File: config.mk
export PLATFORM = sky130hd
export DESIGN_NAME = id_ex_stage
export DESIGN_NICKNAME = d
export VERILOG_FILES = /design/src/rtl/mips_pkg.sv /design/src/rtl/id_alu_decode.sv /design/src/rtl/id_ex_stage.sv
export SDC_FILE = /design/constraint.sdc
export NUM_CORES = 1
export LEC_CHECK = 0
export ABC_CLOCK_PERIOD_IN_PS = 1900
export CORE_MARGIN = 2
export CORE_UTILIZATION = 45
export DETAILED_ROUTE_END_ITERATION = 6
export GPL_TIMING_DRIVEN = 0
export PLACE_DENSITY_LB_ADDON = 0.12
export RECOVER_POWER = 25
export SYNTH_ARGS = -nofsm -noshare
export SYNTH_HDL_FRONTEND = slang
export SYNTH_SLANG_ARGS = --single-unit
File: constraint.sdc
create_clock -name clk -period 1.9 [get_ports clk]
set_input_delay 0.19 -clock clk [delete_from_list [all_inputs] [get_ports clk]]
set_output_delay 0.19 -clock clk [all_outputs]
set_load 0.02 [all_outputs]
File: src/rtl/mips_pkg.sv
// Shared definitions for the ID->EX slice: opcode/funct values the decoder
// recognises, the 3-bit ALU control encodings, the operand-select enums and
// the bundle of decoded control bits passed from the decoder to the stage.
package mips_pkg;

    localparam int XLEN_DEFAULT = 32;

    // Primary opcodes (instr[31:26])
    localparam logic [5:0] OP_RTYPE = 6'h00;
    localparam logic [5:0] OP_BEQ   = 6'h04;
    localparam logic [5:0] OP_ADDI  = 6'h08;
    localparam logic [5:0] OP_LW    = 6'h23;
    localparam logic [5:0] OP_SW    = 6'h2B;

    // R-type function codes (instr[5:0])
    localparam logic [5:0] FN_SLL = 6'h00;
    localparam logic [5:0] FN_ADD = 6'h20;
    localparam logic [5:0] FN_AND = 6'h24;
    localparam logic [5:0] FN_NOR = 6'h27;
    localparam logic [5:0] FN_SLT = 6'h2A;

    typedef enum logic [2:0] {
        ALU_ADD = 3'b000,
        ALU_LW  = 3'b001,
        ALU_SW  = 3'b010,
        ALU_AND = 3'b011,
        ALU_NOR = 3'b100,
        ALU_SLL = 3'b101,
        ALU_BEQ = 3'b110,
        ALU_SLT = 3'b111
    } alu_ctrl_e;

    typedef enum logic {
        IN1_RS = 1'b0,
        IN1_RT = 1'b1
    } in1_sel_e;

    typedef enum logic [1:0] {
        IN2_RT    = 2'b00,
        IN2_IMM   = 2'b01,
        IN2_SHAMT = 2'b10
    } in2_sel_e;

    typedef enum logic {
        DST_RD = 1'b0,
        DST_RT = 1'b1
    } dst_sel_e;

    typedef struct packed {
        alu_ctrl_e alu_ctrl;
        in1_sel_e  in1_sel;
        in2_sel_e  in2_sel;
        dst_sel_e  dst_sel;
        logic      reg_write;
        logic      mem_read;
        logic      mem_write;
        logic      branch;
        logic      illegal;
    } dec_ctrl_t;

endpackage

File: src/rtl/id_alu_decode.sv
// Combinational instruction decoder.
// Ports:
//   opcode_i  instr[31:26]
//   funct_i   instr[5:0], only meaningful for R-type
//   ctrl_o    ALU control, operand/destination selects, write-enables, illegal flag
// An unrecognised opcode/funct yields all enables low plus illegal=1.
module id_alu_decode
    import mips_pkg::*;
(
    input  logic [5:0] opcode_i,
    input  logic [5:0] funct_i,
    output dec_ctrl_t  ctrl_o
);

    always_comb begin
        ctrl_o = '0;
        case (opcode_i)
            OP_RTYPE: begin
                ctrl_o.reg_write = 1'b1;
                ctrl_o.dst_sel   = DST_RD;
                case (funct_i)
                    FN_ADD: ctrl_o.alu_ctrl = ALU_ADD;
                    FN_AND: ctrl_o.alu_ctrl = ALU_AND;
                    FN_NOR: ctrl_o.alu_ctrl = ALU_NOR;
                    FN_SLT: ctrl_o.alu_ctrl = ALU_SLT;
                    FN_SLL: begin
                        // Shifts take the value from rt and the amount from shamt.
                        ctrl_o.alu_ctrl = ALU_SLL;
                        ctrl_o.in1_sel  = IN1_RT;
                        ctrl_o.in2_sel  = IN2_SHAMT;
                    end
                    default: begin
                        ctrl_o.reg_write = 1'b0;
                        ctrl_o.illegal   = 1'b1;
                    end
                endcase
            end
            OP_ADDI: begin
                ctrl_o.alu_ctrl  = ALU_ADD;
                ctrl_o.in2_sel   = IN2_IMM;
                ctrl_o.dst_sel   = DST_RT;
                ctrl_o.reg_write = 1'b1;
            end
            OP_LW: begin
                ctrl_o.alu_ctrl  = ALU_LW;
                ctrl_o.in2_sel   = IN2_IMM;
                ctrl_o.dst_sel   = DST_RT;
                ctrl_o.reg_write = 1'b1;
                ctrl_o.mem_read  = 1'b1;
            end
            OP_SW: begin
                ctrl_o.alu_ctrl  = ALU_SW;
                ctrl_o.in2_sel   = IN2_IMM;
                ctrl_o.dst_sel   = DST_RT;
                ctrl_o.mem_write = 1'b1;
            end
            OP_BEQ: begin
                ctrl_o.alu_ctrl = ALU_BEQ;
                ctrl_o.dst_sel  = DST_RT;
                ctrl_o.branch   = 1'b1;
            end
            default: ctrl_o.illegal = 1'b1;
        endcase
    end

endmodule

File: src/rtl/id_ex_stage.sv
// ID->EX pipeline register with decode, operand selection and a valid/ready
// handshake. Holds one instruction; flush kills both the held and the
// incoming instruction.
// Ports:
//   clk, rst_n            clock, asynchronous active-low reset
//   in_valid/in_ready     decode-side handshake
//   out_valid/out_ready   EX/MEM-side handshake
//   flush                 branch-redirect kill
//   opcode..pc_plus4      instruction fields and register-file data
//   alu_ctrl, alu_in1/2   ALU command and operands
//   store_data, dst_reg   sw data and write-back register
//   reg_write, mem_read, mem_write, branch, br_target   downstream controls
//   illegal               one-cycle pulse on accepting an unsupported instruction
module id_ex_stage
    import mips_pkg::*;
#(
    parameter int XLEN        = XLEN_DEFAULT,
    parameter bit ILLEGAL_NOP = 1'b1
) (
    input  logic            clk,
    input  logic            rst_n,
    input  logic            in_valid,
    output logic            in_ready,
    input  logic            flush,
    input  logic [5:0]      opcode,
    input  logic [5:0]      funct,
    input  logic [4:0]      shamt,
    input  logic [15:0]     imm16,
    input  logic [4:0]      rt_addr,
    input  logic [4:0]      rd_addr,
    input  logic [XLEN-1:0] rs_data,
    input  logic [XLEN-1:0] rt_data,
    input  logic [XLEN-1:0] pc_plus4,
    output logic            out_valid,
    input  logic            out_ready,
    output logic [2:0]      alu_ctrl,
    output logic [XLEN-1:0] alu_in1,
    output logic [XLEN-1:0] alu_in2,
    output logic [XLEN-1:0] store_data,
    output logic [4:0]      dst_reg,
    output logic            reg_write,
    output logic            mem_read,
    output logic            mem_write,
    output logic            branch,
    output logic [XLEN-1:0] br_target,
    output logic            illegal
);

    dec_ctrl_t       dec;
    logic [XLEN-1:0] imm_sext;
    logic [XLEN-1:0] in1_d;
    logic [XLEN-1:0] in2_d;
    logic [4:0]      dst_d;
    logic            capture;

    logic            valid_q;
    logic [2:0]      alu_ctrl_q;
    logic [XLEN-1:0] in1_q;
    logic [XLEN-1:0] in2_q;
    logic [XLEN-1:0] store_q;
    logic [4:0]      dst_q;
    logic            reg_write_q;
    logic            mem_read_q;
    logic            mem_write_q;
    logic            branch_q;
    logic [XLEN-1:0] br_target_q;
    logic            illegal_q;

    id_alu_decode u_decode (
        .opcode_i (opcode),
        .funct_i  (funct),
        .ctrl_o   (dec)
    );

    assign imm_sext = {{(XLEN-16){imm16[15]}}, imm16};
    assign in_ready = !valid_q || out_ready;
    assign capture  = in_valid && in_ready && !flush;

    always_comb begin
        in1_d = (dec.in1_sel == IN1_RT) ? rt_data : rs_data;
        case (dec.in2_sel)
            IN2_IMM:   in2_d = imm_sext;
            IN2_SHAMT: in2_d = {{(XLEN-5){1'b0}}, shamt};
            default:   in2_d = rt_data;
        endcase
        dst_d = (dec.dst_sel == DST_RT) ? rt_addr : rd_addr;
    end

    // Flush beats capture and stall. Enables are cleared whenever the slot
    // empties so a stale instruction can never write. An illegal instruction
    // either becomes a bubble or enters with its (already zero) enables.
    always_ff @(posedge clk or negedge rst_n) begin
        if (!rst_n) begin
            valid_q     <= 1'b0;
            alu_ctrl_q  <= '0;
            in1_q       <= '0;
            in2_q       <= '0;
            store_q     <= '0;
            dst_q       <= '0;
            reg_write_q <= 1'b0;
            mem_read_q  <= 1'b0;
            mem_write_q <= 1'b0;
            branch_q    <= 1'b0;
            br_target_q <= '0;
            illegal_q   <= 1'b0;
        end else begin
            illegal_q <= 1'b0;
            if (flush) begin
                valid_q     <= 1'b0;
                reg_write_q <= 1'b0;
                mem_read_q  <= 1'b0;
                mem_write_q <= 1'b0;
                branch_q    <= 1'b0;
            end else if (capture) begin
                valid_q     <= !(dec.illegal && ILLEGAL_NOP);
                illegal_q   <= dec.illegal;
                alu_ctrl_q  <= dec.alu_ctrl;
                in1_q       <= in1_d;
                in2_q       <= in2_d;
                store_q     <= rt_data;
                dst_q       <= dst_d;
                // Writing $zero is a no-op, which also makes sll $0 a NOP.
                reg_write_q <= dec.reg_write && (dst_d != 5'd0);
                mem_read_q  <= dec.mem_read;
                mem_write_q <= dec.mem_write;
                branch_q    <= dec.branch;
                br_target_q <= pc_plus4 + (imm_sext << 2);
            end else if (out_ready) begin
                valid_q     <= 1'b0;
                reg_write_q <= 1'b0;
                mem_read_q  <= 1'b0;
                mem_write_q <= 1'b0;
                branch_q    <= 1'b0;
            end
        end
    end

    assign out_valid  = valid_q;
    assign alu_ctrl   = alu_ctrl_q;
    assign alu_in1    = in1_q;
    assign alu_in2    = in2_q;
    assign store_data = store_q;
    assign dst_reg    = dst_q;
    assign reg_write  = reg_write_q;
    assign mem_read   = mem_read_q;
    assign mem_write  = mem_write_q;
    assign branch     = branch_q;
    assign br_target  = br_target_q;
    assign illegal    = illegal_q;

endmodule

==> summary.txt <==
Critical path
  • Worst-path fanout max: 4
  • Reg2Reg Depth: 7
  • Setup CP Type: input port to register
  • Reg-to-reg endpoint: alu_in1[25]
  • Startpoint types: input port
  • Crit end category: register
  • Arrival time worst endpoint: 2.42 ns
  • Worst path max stage delay: 0.50 ns
  • Slowest cell on the critical path: or4_1
  • Reg-to-Reg Start: out_valid
  • Worst setup startpoint: pc_plus4[5]
  • Crit path cell chain: dlygate4sd2_1 > ha_4 > nand4b_1 > a2111oi_4 > o21ai_2 > and2_4 > or4_1 > a32o_1
  • Data required time of the worst path: 2.22 ns
  • Reg2Reg Setup Slack: 0.07 ns

Route
  • M1 wire length: 11600 um
  • Routed wl met2: 15800 um
  • Max layer used: met4
  • Post-route ant nets: 0
  • Drt wl/cell: 21.2 um
  • Vias/cell: 5.72
  • DRT iter0 DRCs: 603
  • Vias: 8402
  • DRC violations left: 0
  • DR WL met3: 2270 um
  • Initial DRT Pass Iterations: 5
  • Final WL: 31100 um

Logic synthesis
  • Total of warnings raised by yosys: 0
  • EDFF count, synth: 0
  • Yosys cell types: 62
  • Mapped Cells: 880
  • Sequential area share after synthesis: 46.0%
  • Ys async rst share: 100%
  • Most area-consuming cells after synthesis: dfrtp_1 46%, nand2_1 11%, ha_1 5.0%
  • Yosys top cell area share: 46.0%
  • Mapped Nets: 1056
  • Top_reg_cell synth: dfrtp_1
  • Post-synthesis register bit count: 142
  • Syn avg cell area: 8.79 sq um
  • Synth area leader: dfrtp_1
  • Syn Std Cell Area: 7730 sq um

Die
  • Die X: 135 um
  • Die Ht: 135 um
  • # IOs: 287
  • Row Count: 47
  • Core ar.: 16700 sq um
  • Starting Density: 46.3%
  • Die area: 18200 sq um

GRT
  • Total Routing Usage GR: 33.4%
  • Vias in the first global route: 8202
  • Initial antenna violation count: 4
  • Global-route wire length before repair: 45700 um
  • Gr ovfl total: 0
  • Pin count of the biggest net entering global routing: 85

Timing
  • Clock Skew: 0.00635 ns
  • Fin crit share: 110%
  • RSZ-0062 raised after global routing: true
  • # setup viols final: 36
  • Minimum clock period: 2.10 ns
  • Fin. max-slew vios: 0
  • Final WS setup: -0.198 ns
  • Fmax: 477 MHz
  • Final hold violation count: 0
  • Slew margin rel.: 19.9%
  • Worst slew pin tran: 1.20 ns

Clocking
  • CTS tree: built
  • Clk Latency, worst-skew pair: 0.43 ns
  • Clock sink count: 142
  • Clock buffer count from CTS: 17
  • Clock Tree Root: clkbuf_16
  • CTS clk-pin slew, worst paths: 0.07 ns
  • H-tree Lvls: 4
  • Longest Clk Path Bufs: 2

Power
  • Power per cell area: 817 nW/um^2
  • Power, Total: 10700 uW
  • Maximum VDD drop: 0.717 mV
  • Leak: 0.00565 uW

Placement
  • DP Worst Slack: -1.62 ns
  • GPL Wtd Cong: 0.912
  • Area after DPL: 11500 sq um
  • Port bufs: 286
  • HPWL Detailed: 22300 um

Outcome
  • Outcome: complete, but fails checks
  • Violated checks: setup timing

Min path
  • Hold Path Class: input port to register
  • Hold Path Sink: br_target[2]
  • Hold path startpoint: pc_plus4[2]
  • Worst Hold Depth: 4

Job
  • Max-cap violation count: 0

Final layout
  • Layout area overhead: 69.6%
  • Final net count: 1408
  • Filler Cell Count: 1120
  • Layout cell share with drive strength beyond 1: 24.3%
  • Final instance area: 13100 sq um
==> timing repair <==
action                                 4_1_cts  5_1_grt
resized for setup                          201       99
cloned                                       4        0
endpoints found under the hold margin       83        0
setup endpoints to repair                  141       77
pin swaps                                   55       46
setup buffers                               33       13
hold buffers                                 1        0
==> worst max-delay path, delay by kind of cell <==
family,cells,cell delay (ns)
compound gates,3,0.80
simple gates,3,0.87
buf+inv,1,0.26
fa+ha+maj,1,0.29
==> cells in the mapped netlist, types with 3 or more instances <==
| library cell | n |
|---|---|
| nand3_1 | 54 |
| nor3_1 | 15 |
| a21oi_1 | 38 |
| xnor2_1 | 11 |
| a21boi_0 | 3 |
| o21a_1 | 6 |
| o21ai_1 | 22 |
| nand4_1 | 3 |
| a221oi_1 | 12 |
| nand2_1 | 223 |
| buf_4 | 3 |
| nand3b_1 | 4 |
| a211oi_1 | 8 |
| o21ai_0 | 64 |
| nor2_1 | 47 |
| or3_1 | 3 |
| o21bai_1 | 6 |
| a22oi_1 | 6 |
| o31ai_1 | 3 |
| a21o_1 | 12 |
| o211ai_1 | 7 |
| inv_1 | 11 |
| mux2i_1 | 37 |
| ha_1 | 31 |
| nand2b_1 | 3 |
| clkbuf_1 | 42 |
| xor2_1 | 9 |
| dfrtp_1 | 142 |
| or4_1 | 8 |
==> layout by cell type (no fill, tap or decap), types with 11 or more instances in the layout <==
master and instances:
mux2i_1 36, a21o_1 12, a21oi_1 22, a21oi_2 12, buf_4 39, xnor2_1 11, dlygate4sd2_1 16, ha_4 25
buf_6 14, buf_2 11, o21ai_1 33, nand3_2 33, a221oi_2 11, dfrtp_1 142, o21ai_0 52, nand2_1 213
clkdlybuf4s50_1 234, nand3_1 18, clkbuf_2 28, clkbuf_16 23, nor2_1 40
==> per-layer routing <==
layer / track usage [%] / up-vias
li1: - / 3813
met1: 38.9 / 4075
met2: 58.6 / 415
met3: 6.98 / 99
met4: 16.5 / 0
met5: 0 / -
==> logic make-up after synthesis <==
group / count (synthesis) / synth area share, %
adders and majority gates: 32 / 5.28
AOI/OAI and AO/OA: 209 / 17.1
and+or+nand+nor: 380 / 21.4
buffers and inverters: 60 / 3.17
xor gates and xnor gates: 20 / 2.27
muxes: 37 / 4.79
DFF: 142 / 46.0
==> how the worst max path moves through the flow <==
stage                    endpoint  slack, ns
global placement    br_target[19]      -5.17
finish              br_target[30]      -0.20
floorplan             alu_in2[10]      -0.45
global route        br_target[30]      -0.24
CTS                 br_target[30]      -0.16
detailed placement  br_target[30]      -1.62
==> power by group <==
group          total [uW]  switching, uW  internal [uW]
Clock                3380           1370           2010
Combinational        3620           1930           1690
Sequential           3710            258           3460
Total               10700           3550           7160
==> metrics by stage <==
step                      TNS (ns)  hold WS [ns]  util, %  cells
after floorplan             -11.69        -0.106        -    880
after CTS                    -2.42        0.0568     76.5   1454
after global routing         -8.76        0.0740     78.5   1469
final                        -2.47        0.0649     78.5   1469
after detailed placement   -138.21         0.314     68.8   1387
after global placement     -867.28         0.453     68.6   1386
==> cell type report <==
type	instances	area [sq um]	area share, %
Inverter	11	47.5	0.363
Antenna cell	4	10.0	0.0763
Buffer	45	408	3.11
Clock buffer	20	457	3.48
Timing Repair Buffer	337	3240	24.7
Tap cell	220	275	2.10
Sequential cell	142	3550	27.1
Multi-Input combinational cell	678	4990	38.0
Clock inverter	12	134	1.02
(Power assumes the default switching activity.)
